==> config.mk <==
export PLATFORM = sky130hd
export DESIGN_NAME = sim_run_ctrl_flat
export DESIGN_NICKNAME = d
export VERILOG_FILES = /design/src/rtl/sim_ctrl_pkg.sv /design/src/rtl/sim_run_ctrl_if.sv /design/src/rtl/sim_evt_counter.sv /design/src/rtl/sim_run_ctrl.sv /design/src/flat_wrapper.sv
export SDC_FILE = /design/constraint.sdc
export NUM_CORES = 1
export LEC_CHECK = 0
export ABC_CLOCK_PERIOD_IN_PS = 4900
export BUFFER_PORTS_ARGS = -buffer_cell sky130_fd_sc_hd__buf_2
export CAP_MARGIN = 40
export CORE_UTILIZATION = 55
export DETAILED_ROUTE_END_ITERATION = 12
export GPL_ROUTABILITY_DRIVEN = 0
export GPL_TIMING_DRIVEN = 0
export PLACE_DENSITY = 0.77
export SYNTH_ARGS = -nofsm -noshare
export SYNTH_HDL_FRONTEND = slang
export SYNTH_SLANG_ARGS = --single-unit
==> constraint.sdc <==
create_clock -name clk_i -period 4.9 [get_ports clk_i]
set_clock_uncertainty 0.2 [all_clocks]
set_input_delay 0.49 -clock clk_i [delete_from_list [all_inputs] [get_ports clk_i]]
set_output_delay 0.49 -clock clk_i [all_outputs]
set_load 0.005 [all_outputs]
==> src/rtl/sim_ctrl_pkg.sv <==
// sim_ctrl_pkg
//   Shared types and widths for the distributed-sim run sequencer.
//   state_t      : run sequencer FSM states
//   end_cause_t  : reason a run ended (reported on end_cause_o)
//   CLK_CNT_W    : run-cycle counter width
//   EVT_CNT_W    : benchmark-event counter width
//   evt_sat_inc  : increment that sticks at all-ones
package sim_ctrl_pkg;

    localparam int CLK_CNT_W = 32;
    localparam int EVT_CNT_W = 64;

    typedef enum logic [2:0] {
        ST_IDLE  = 3'd0,
        ST_RESET = 3'd1,
        ST_RUN   = 3'd2,
        ST_DRAIN = 3'd3,
        ST_DONE  = 3'd4
    } state_t;

    typedef enum logic [1:0] {
        CAUSE_NONE  = 2'd0,
        CAUSE_CYC   = 2'd1,
        CAUSE_EVT   = 2'd2,
        CAUSE_ABORT = 2'd3
    } end_cause_t;

    function automatic logic [EVT_CNT_W-1:0] evt_sat_inc(input logic [EVT_CNT_W-1:0] cnt);
        return (&cnt) ? cnt : cnt + EVT_CNT_W'(1);
    endfunction

endpackage

==> src/rtl/sim_run_ctrl_if.sv <==
// sim_run_ctrl_if
//   Control/status bundle between the sim top (master) and the run sequencer (slave).
//   start_i, abort_i, is_master_i, benchmark_i : master -> sequencer
//   dut_reset_n_o, running_o, done_o, finish_req_o,
//   clk_cnt_o, event_cnt_o, end_cause_o        : sequencer -> master
interface sim_run_ctrl_if;

    logic                                start_i;
    logic                                abort_i;
    logic                                is_master_i;
    logic                                benchmark_i;
    logic                                dut_reset_n_o;
    logic                                running_o;
    logic                                done_o;
    logic                                finish_req_o;
    logic [sim_ctrl_pkg::CLK_CNT_W-1:0]  clk_cnt_o;
    logic [sim_ctrl_pkg::EVT_CNT_W-1:0]  event_cnt_o;
    logic [1:0]                          end_cause_o;

    modport master (
        output start_i, abort_i, is_master_i, benchmark_i,
        input  dut_reset_n_o, running_o, done_o, finish_req_o,
               clk_cnt_o, event_cnt_o, end_cause_o
    );

    modport slave (
        input  start_i, abort_i, is_master_i, benchmark_i,
        output dut_reset_n_o, running_o, done_o, finish_req_o,
               clk_cnt_o, event_cnt_o, end_cause_o
    );

endinterface

==> src/rtl/sim_evt_counter.sv <==
// sim_evt_counter
//   Rising-edge detector plus saturating event counter.
//   clk_i, reset_i : clock, synchronous active-high reset
//   en_i           : count detected edges this cycle
//   clr_i          : clear the count (wins over en_i)
//   benchmark_i    : raw benchmark level, registered every cycle
//   cnt_o          : registered count
//   cnt_nxt_o      : value cnt_o takes at the next edge (used for limit lookahead)
module sim_evt_counter
    import sim_ctrl_pkg::*;
(
    input  logic                 clk_i,
    input  logic                 reset_i,
    input  logic                 en_i,
    input  logic                 clr_i,
    input  logic                 benchmark_i,
    output logic [EVT_CNT_W-1:0] cnt_o,
    output logic [EVT_CNT_W-1:0] cnt_nxt_o
);

    logic                 my_q, my_d;
    logic [EVT_CNT_W-1:0] cnt_q, cnt_d;
    logic                 rise;

    always_comb begin
        my_d = benchmark_i;
        rise    = benchmark_i & ~my_q;
        cnt_d   = cnt_q;
        if (clr_i) begin
            cnt_d = '0;
        end else if (en_i && rise) begin
            cnt_d = evt_sat_inc(cnt_q);
        end
    end

    always_ff @(posedge clk_i) begin
        if (reset_i) begin
            my_q <= 1'b0;
            cnt_q   <= '0;
        end else begin
            my_q <= my_d;
            cnt_q   <= cnt_d;
        end
    end

    assign cnt_o     = cnt_q;
    assign cnt_nxt_o = cnt_d;

endmodule

==> src/rtl/sim_run_ctrl.sv <==
// sim_run_ctrl
//   Run sequencer for one distributed-sim node: holds the DUT in reset after start,
//   runs until a cycle/event limit or abort, drains, then raises a one-shot finish
//   request (master node only).
//   clk_i, reset_i : clock, synchronous active-high reset
//   bus (slave)    : start/abort/is_master/benchmark in; DUT reset, status,
//                    run-cycle count, event count and end cause out
module sim_run_ctrl
    import sim_ctrl_pkg::*;
#(
    parameter int RST_CYCLES   = 11,
    parameter int MAX_CYCLES   = 200000,
    parameter int MAX_EVENTS   = 0,
    parameter int DRAIN_CYCLES = 4
) (
    input  logic           clk_i,
    input  logic           reset_i,
    sim_run_ctrl_if.slave  bus
);

    localparam logic [CLK_CNT_W-1:0] RST_LAST   = CLK_CNT_W'(RST_CYCLES - 1);
    // A zero-length drain still spends one clock in DRAIN.
    localparam logic [CLK_CNT_W-1:0] DRAIN_LAST = CLK_CNT_W'((DRAIN_CYCLES > 0) ? DRAIN_CYCLES - 1 : 0);
    localparam logic [CLK_CNT_W-1:0] MAX_CYC    = CLK_CNT_W'(MAX_CYCLES);
    localparam logic [EVT_CNT_W-1:0] MAX_EVT    = EVT_CNT_W'(MAX_EVENTS);

    state_t               state_q, state_d;
    end_cause_t           cause_q, cause_d;
    logic [CLK_CNT_W-1:0] phase_q, phase_d;
    logic [CLK_CNT_W-1:0] clk_cnt_q, clk_cnt_d;
    logic                 rstn_q, rstn_d;
    logic                 running_q, running_d;
    logic                 done_q, done_d;
    logic                 fin_q, fin_d;
    logic                 evt_en, evt_clr;
    logic                 hit_cyc, hit_evt;
    logic [EVT_CNT_W-1:0] evt_cnt, evt_nxt;

    sim_evt_counter u_evt (
        .clk_i       (clk_i),
        .reset_i     (reset_i),
        .en_i        (evt_en),
        .clr_i       (evt_clr),
        .benchmark_i (bus.benchmark_i),
        .cnt_o       (evt_cnt),
        .cnt_nxt_o   (evt_nxt)
    );

    always_comb begin
        state_d   = state_q;
        cause_d   = cause_q;
        phase_d   = phase_q;
        clk_cnt_d = clk_cnt_q;
        rstn_d    = rstn_q;
        fin_d     = 1'b0;
        evt_en    = 1'b0;
        evt_clr   = 1'b0;
        hit_cyc   = 1'b0;
        hit_evt   = 1'b0;

        case (state_q)
            ST_IDLE, ST_DONE: begin
                if (bus.start_i) begin
                    state_d   = ST_RESET;
                    phase_d   = '0;
                    clk_cnt_d = '0;
                    cause_d   = CAUSE_NONE;
                    rstn_d    = 1'b0;
                    evt_clr   = 1'b1;
                end
            end
            ST_RESET: begin
                if (bus.abort_i) begin
                    state_d = ST_DRAIN;
                    cause_d = CAUSE_ABORT;
                    phase_d = '0;
                end else if (phase_q == RST_LAST) begin
                    state_d = ST_RUN;
                    rstn_d  = 1'b1;
                end else begin
                    phase_d = phase_q + CLK_CNT_W'(1);
                end
            end
            ST_RUN: begin
                // The exiting cycle is still counted, so limits compare the next values.
                evt_en    = 1'b1;
                clk_cnt_d = clk_cnt_q + CLK_CNT_W'(1);
                hit_cyc   = (MAX_CYCLES != 0) && (clk_cnt_d == MAX_CYC);
                hit_evt   = (MAX_EVENTS != 0) && (evt_nxt == MAX_EVT);
                if (bus.abort_i || hit_evt || hit_cyc) begin
                    state_d = ST_DRAIN;
                    phase_d = '0;
                    if (bus.abort_i)  cause_d = CAUSE_ABORT;
                    else if (hit_evt) cause_d = CAUSE_EVT;
                    else              cause_d = CAUSE_CYC;
                end
            end
            ST_DRAIN: begin
                if (phase_q >= DRAIN_LAST) begin
                    state_d = ST_DONE;
                    fin_d   = bus.is_master_i;
                end else begin
                    phase_d = phase_q + CLK_CNT_W'(1);
                end
            end
            default: begin
                state_d = ST_IDLE;
            end
        endcase

        running_d = (state_d == ST_RUN);
        done_d    = (state_d == ST_DONE);
    end

    always_ff @(posedge clk_i) begin
        if (reset_i) begin
            state_q   <= ST_IDLE;
            cause_q   <= CAUSE_NONE;
            phase_q   <= '0;
            clk_cnt_q <= '0;
            rstn_q    <= 1'b0;
            running_q <= 1'b0;
            done_q    <= 1'b0;
            fin_q     <= 1'b0;
        end else begin
            state_q   <= state_d;
            cause_q   <= cause_d;
            phase_q   <= phase_d;
            clk_cnt_q <= clk_cnt_d;
            rstn_q    <= rstn_d;
            running_q <= running_d;
            done_q    <= done_d;
            fin_q     <= fin_d;
        end
    end

    assign bus.dut_reset_n_o = rstn_q;
    assign bus.running_o     = running_q;
    assign bus.done_o        = done_q;
    assign bus.finish_req_o  = fin_q;
    assign bus.clk_cnt_o     = clk_cnt_q;
    assign bus.event_cnt_o   = evt_cnt;
    assign bus.end_cause_o   = cause_q;

endmodule

==> src/flat_wrapper.sv <==
// flat-port wrapper written by rule: the top's interface ports become plain ports
module sim_run_ctrl_flat import sim_ctrl_pkg::*;
#(
    parameter int RST_CYCLES   = 11,
    parameter int MAX_CYCLES   = 200000,
    parameter int MAX_EVENTS   = 0,
    parameter int DRAIN_CYCLES = 4
)
  (clk_i, reset_i, bus_start_i, bus_abort_i, bus_is_master_i, bus_benchmark_i, bus_dut_reset_n_o, bus_running_o, bus_done_o, bus_finish_req_o, bus_clk_cnt_o, bus_event_cnt_o, bus_end_cause_o);
  sim_run_ctrl_if bus_i ();
  input  logic clk_i;
  input  logic reset_i;
  input wire logic [$bits(bus_i.start_i)-1:0] bus_start_i;
  input wire logic [$bits(bus_i.abort_i)-1:0] bus_abort_i;
  input wire logic [$bits(bus_i.is_master_i)-1:0] bus_is_master_i;
  input wire logic [$bits(bus_i.benchmark_i)-1:0] bus_benchmark_i;
  output wire logic [$bits(bus_i.dut_reset_n_o)-1:0] bus_dut_reset_n_o;
  output wire logic [$bits(bus_i.running_o)-1:0] bus_running_o;
  output wire logic [$bits(bus_i.done_o)-1:0] bus_done_o;
  output wire logic [$bits(bus_i.finish_req_o)-1:0] bus_finish_req_o;
  output wire logic [$bits(bus_i.clk_cnt_o)-1:0] bus_clk_cnt_o;
  output wire logic [$bits(bus_i.event_cnt_o)-1:0] bus_event_cnt_o;
  output wire logic [$bits(bus_i.end_cause_o)-1:0] bus_end_cause_o;
  assign bus_i.start_i = bus_start_i;
  assign bus_i.abort_i = bus_abort_i;
  assign bus_i.is_master_i = bus_is_master_i;
  assign bus_i.benchmark_i = bus_benchmark_i;
  assign bus_dut_reset_n_o = bus_i.dut_reset_n_o;
  assign bus_running_o = bus_i.running_o;
  assign bus_done_o = bus_i.done_o;
  assign bus_finish_req_o = bus_i.finish_req_o;
  assign bus_clk_cnt_o = bus_i.clk_cnt_o;
  assign bus_event_cnt_o = bus_i.event_cnt_o;
  assign bus_end_cause_o = bus_i.end_cause_o;
  sim_run_ctrl #(.RST_CYCLES(RST_CYCLES), .MAX_CYCLES(MAX_CYCLES), .MAX_EVENTS(MAX_EVENTS), .DRAIN_CYCLES(DRAIN_CYCLES)) u_core (.clk_i(clk_i), .reset_i(reset_i), .bus(bus_i));
endmodule
==> results.cfg <==
[timing]
final-setup-viol-count = 0
drv_slew = 0
rsz0062_at_grt = no
whs_ns = 0.0976
relSlewSlack = 0.428
fin_crit_sh = 0.805
worstMarginPinSlew_ns = 0.851
timing.fmax_mhz = 253
period_minus_slack_ns = 3.95
hold_viol_final = 0
finalSetupTns_ns = 0

[synthesis]
yosys_most_used_dff = dfxtp_1
synthCells = 959
syn_area_per_cell_um2 = 7.67
synthArstFlopShare = 0
synth_seq_cells = 138
synth_area_leaders = dfxtp_1, nor2_1, o21ai_0
yosysTopAreaCell = dfxtp_1
synth_top_area_frac = 0.376
synth.distinct_cells = 62
seq_area_frac_synth = 0.376
synth_area_um2 = 7360
ys.warnings.count = 0
synth_fp_nets = 969
synth_edf_count = 0

[grt]
met3_usage = 0.0504
met2_usage = 0.449
antenna_found_initial = 0
grt_max_degree = 17
grt_util_met1 = 0.413
grt_pass1_vias = 6667
globalRouteTotalUtil = 0.295
grt_pass1_wl_mm = 33.2
grt-ovfl-total = 0
grt_busiest_layer = met2

[clock_network]
cts_setup_buffers = 0
cts_hold_buf = 0
clkTransAtPathRegs_ns = 0.06
cts_buffers = 17
clkSinkCount = 138
cts_resized = 0
cts_tree = done
clk_path_buf_depth = 2
clk_latency_ns = 0.42
clock-root-buffer = clkbuf_16
htreeDepth = 4

[critical_path]
crit_family = simple AND/OR/NAND/NOR gates
cp-end-kind = flip-flop
cp_cell_sequence = buf_4 -> and3_1 -> clkbuf_1 -> nand4_2 -> nor4_1 -> xnor2_1 -> o2111ai_1 -> nor4_1 -> nor2_1 -> clkbuf_1 -> o21ai_0 -> o21ai_0
start_kind = flip-flop
arrival_ns = 4.05
critPathKind = reg2reg
critPathBufInv = 3
cp_max_fo = 10
max_stage_delay_ns = 0.60
cp.required_ns = 5.00
slowest_stage = nor4_1

[die]
core_um2 = 12800
die_y_um = 118
rows = 41
die_area_um2 = 13800
die_x_um = 118
io-pin-count = 108
start_util = 0.574

[cells_and_area]
area_growth_pct = 17.5
diodes = 0
drive_gt1_frac = 0.154
fin_nets = 1094

[power]
peakVddDrop_v = 0.000216
leakage_uw = 0.00324
powerDensity_nw_per_um2 = 292

[routing]
route.vias.total = 7549
dr.pass1.iters = 6
drt-initial-drc-count = 824
drt-total-wl_mm = 20.0
drc = 0
via_per_inst = 5.95
wl_per_cell_um = 15.8
antenna_left = 0

[placement]
portBuffers = 106
dp_hpwl_mm = 13.9

[flow_run]
maxCapViolCount = 0

[status]
status = finished, final reports clean

[hold_path]
hp-class = in2reg
[flip-flops by register name, summed over array words and instances (netlist names)]
register	flops
u_core.bus.clk_cnt_o	32
u_core.bus.done_o	1
u_core.bus.dut_reset_n_o	1
u_core.bus.end_cause_o	2
u_core.bus.finish_req_o	1
u_core.bus.running_o	1
u_core.phase_q	32
u_core.state_q	3
u_core.u_evt.cnt_o	64
u_core.u_evt.my_q	1
[synth_stat cells, types with 15 or more instances]
cell,n
a21oi_1,52
and3_1,26
clkbuf_1,42
dfxtp_1,138
inv_1,15
nand2_1,95
nand3_1,50
nand4_1,32
nor2_1,138
nor3_1,38
nor4_1,25
o21ai_0,72
or3_1,18
xnor2_1,34
xor2_1,28
[report_power, final]
part | switching, µW | internal, µW
logic | 135 | 48.4
registers | 7.20 | 1130
clock network | 494 | 705
[path summary, 6_finish.rpt]
kind / slack, ns / depth (start not counted) / endpoint / start
worst max-delay path: 0.95 / 12 / u_core.phase_q[28]$_SDFFE_PP0P_ / u_core.bus.clk_cnt_o[19]$_SDFFE_PP0P_
worst min-delay path: 0.1 / 2 / u_core.u_evt.my_q$_SDFF_PP0_ / bus_benchmark_i
worst max register to register: 0.95 / 12 / u_core.phase_q[28]$_SDFFE_PP0P_ / u_core.bus.clk_cnt_o[19]$_SDFFE_PP0P_
worst min register to register: 0.29 / 2 / u_core.phase_q[20]$_SDFFE_PP0P_ / u_core.phase_q[20]$_SDFFE_PP0P_
[layout by cell type (no fill, tap or decap), types with 3 or more instances in the layout]
cell / synthesis / routed
o31a_1: 3 / 3
nor2b_1: 6 / 6
and3_1: 26 / 26
ha_1: 4 / 4
xnor2_1: 34 / 34
or4_1: 3 / 3
or2_2: 3 / 3
a21o_1: 4 / 4
inv_1: 15 / 15
nor4_1: 25 / 25
o21ai_0: 72 / 72
o31ai_1: 9 / 9
mux2i_1: 4 / 4
clkbuf_16: 0 / 17
buf_2: 8 / 114
nor3_1: 38 / 38
buf_4: 5 / 5
nand2b_1: 10 / 10
nand4_1: 32 / 32
dfxtp_1: 138 / 138
clkinvlp_4: 0 / 4
a211oi_1: 5 / 5
clkbuf_1: 42 / 44
nand2_1: 95 / 95
xor2_1: 28 / 28
o2111ai_1: 4 / 4
nand4_4: 3 / 3
clkinv_2: 0 / 4
a21oi_1: 52 / 52
nand4b_1: 3 / 3
or3_1: 18 / 18
nand3_1: 50 / 50
and4_1: 9 / 9
a31oi_1: 14 / 14
o311a_1: 3 / 3
a311oi_1: 12 / 12
nor2_1: 138 / 138
and2_1: 9 / 9
[metal layers]
layer	vias to the layer above	wire length, µm
li1	3702	-
met1	3463	9120
met2	347	8920
met3	37	1570
met4	0	403
met5	-	0
[worst register-to-register path: stages, from the launching register on]
cell and delay (ns):
dfxtp_1 0.36, buf_4 0.19, and3_1 0.16, clkbuf_1 0.27, nand4_2 0.21, nor4_1 0.53, xnor2_1 0.18, o2111ai_1 0.18
nor4_1 0.60, nor2_1 0.28, clkbuf_1 0.33, o21ai_0 0.24, o21ai_0 0.10
[cell families after synthesis]
kind of cell | after synthesis | share of synthesized area
compound gates | 192 | 0.158
xor+xnor | 62 | 0.0738
fa+ha+maj | 4 | 0.00680
buf+inv | 74 | 0.0418
flops | 138 | 0.376
mux | 6 | 0.00850
simple gates | 483 | 0.336
[stage by stage]
step / instance area [µm²] / total power (µW) / setup slack (ns) / utilization / cells
6_report: 8650 / 2520 / 0.954 / 0.674 / 1268
5_1_grt: 8650 / 2600 / 0.625 / 0.674 / 1268
4_1_cts: 8650 / 2530 / 1.02 / 0.674 / 1268
3_5_place_dp: 8100 / 1340 / 1.03 / 0.632 / 1237
3_3_place_gp: 8100 / 1340 / 1.05 / 0.632 / 1237
2_1_floorplan: 7360 / 1280 / 1.59 / - / 959
[layout make-up]
type                            instances  area, µm²
Inverter                               16       60.1
Tap cell                              172        215
Clock inverter                         11       97.6
Sequential cell                       138       2760
Multi-Input combinational cell        747       4290
Buffer                                 58        248
Clock buffer                           20        447
Fill cell                            1120       4180
Timing Repair Buffer                  106        531
(Power assumes the default switching activity.)
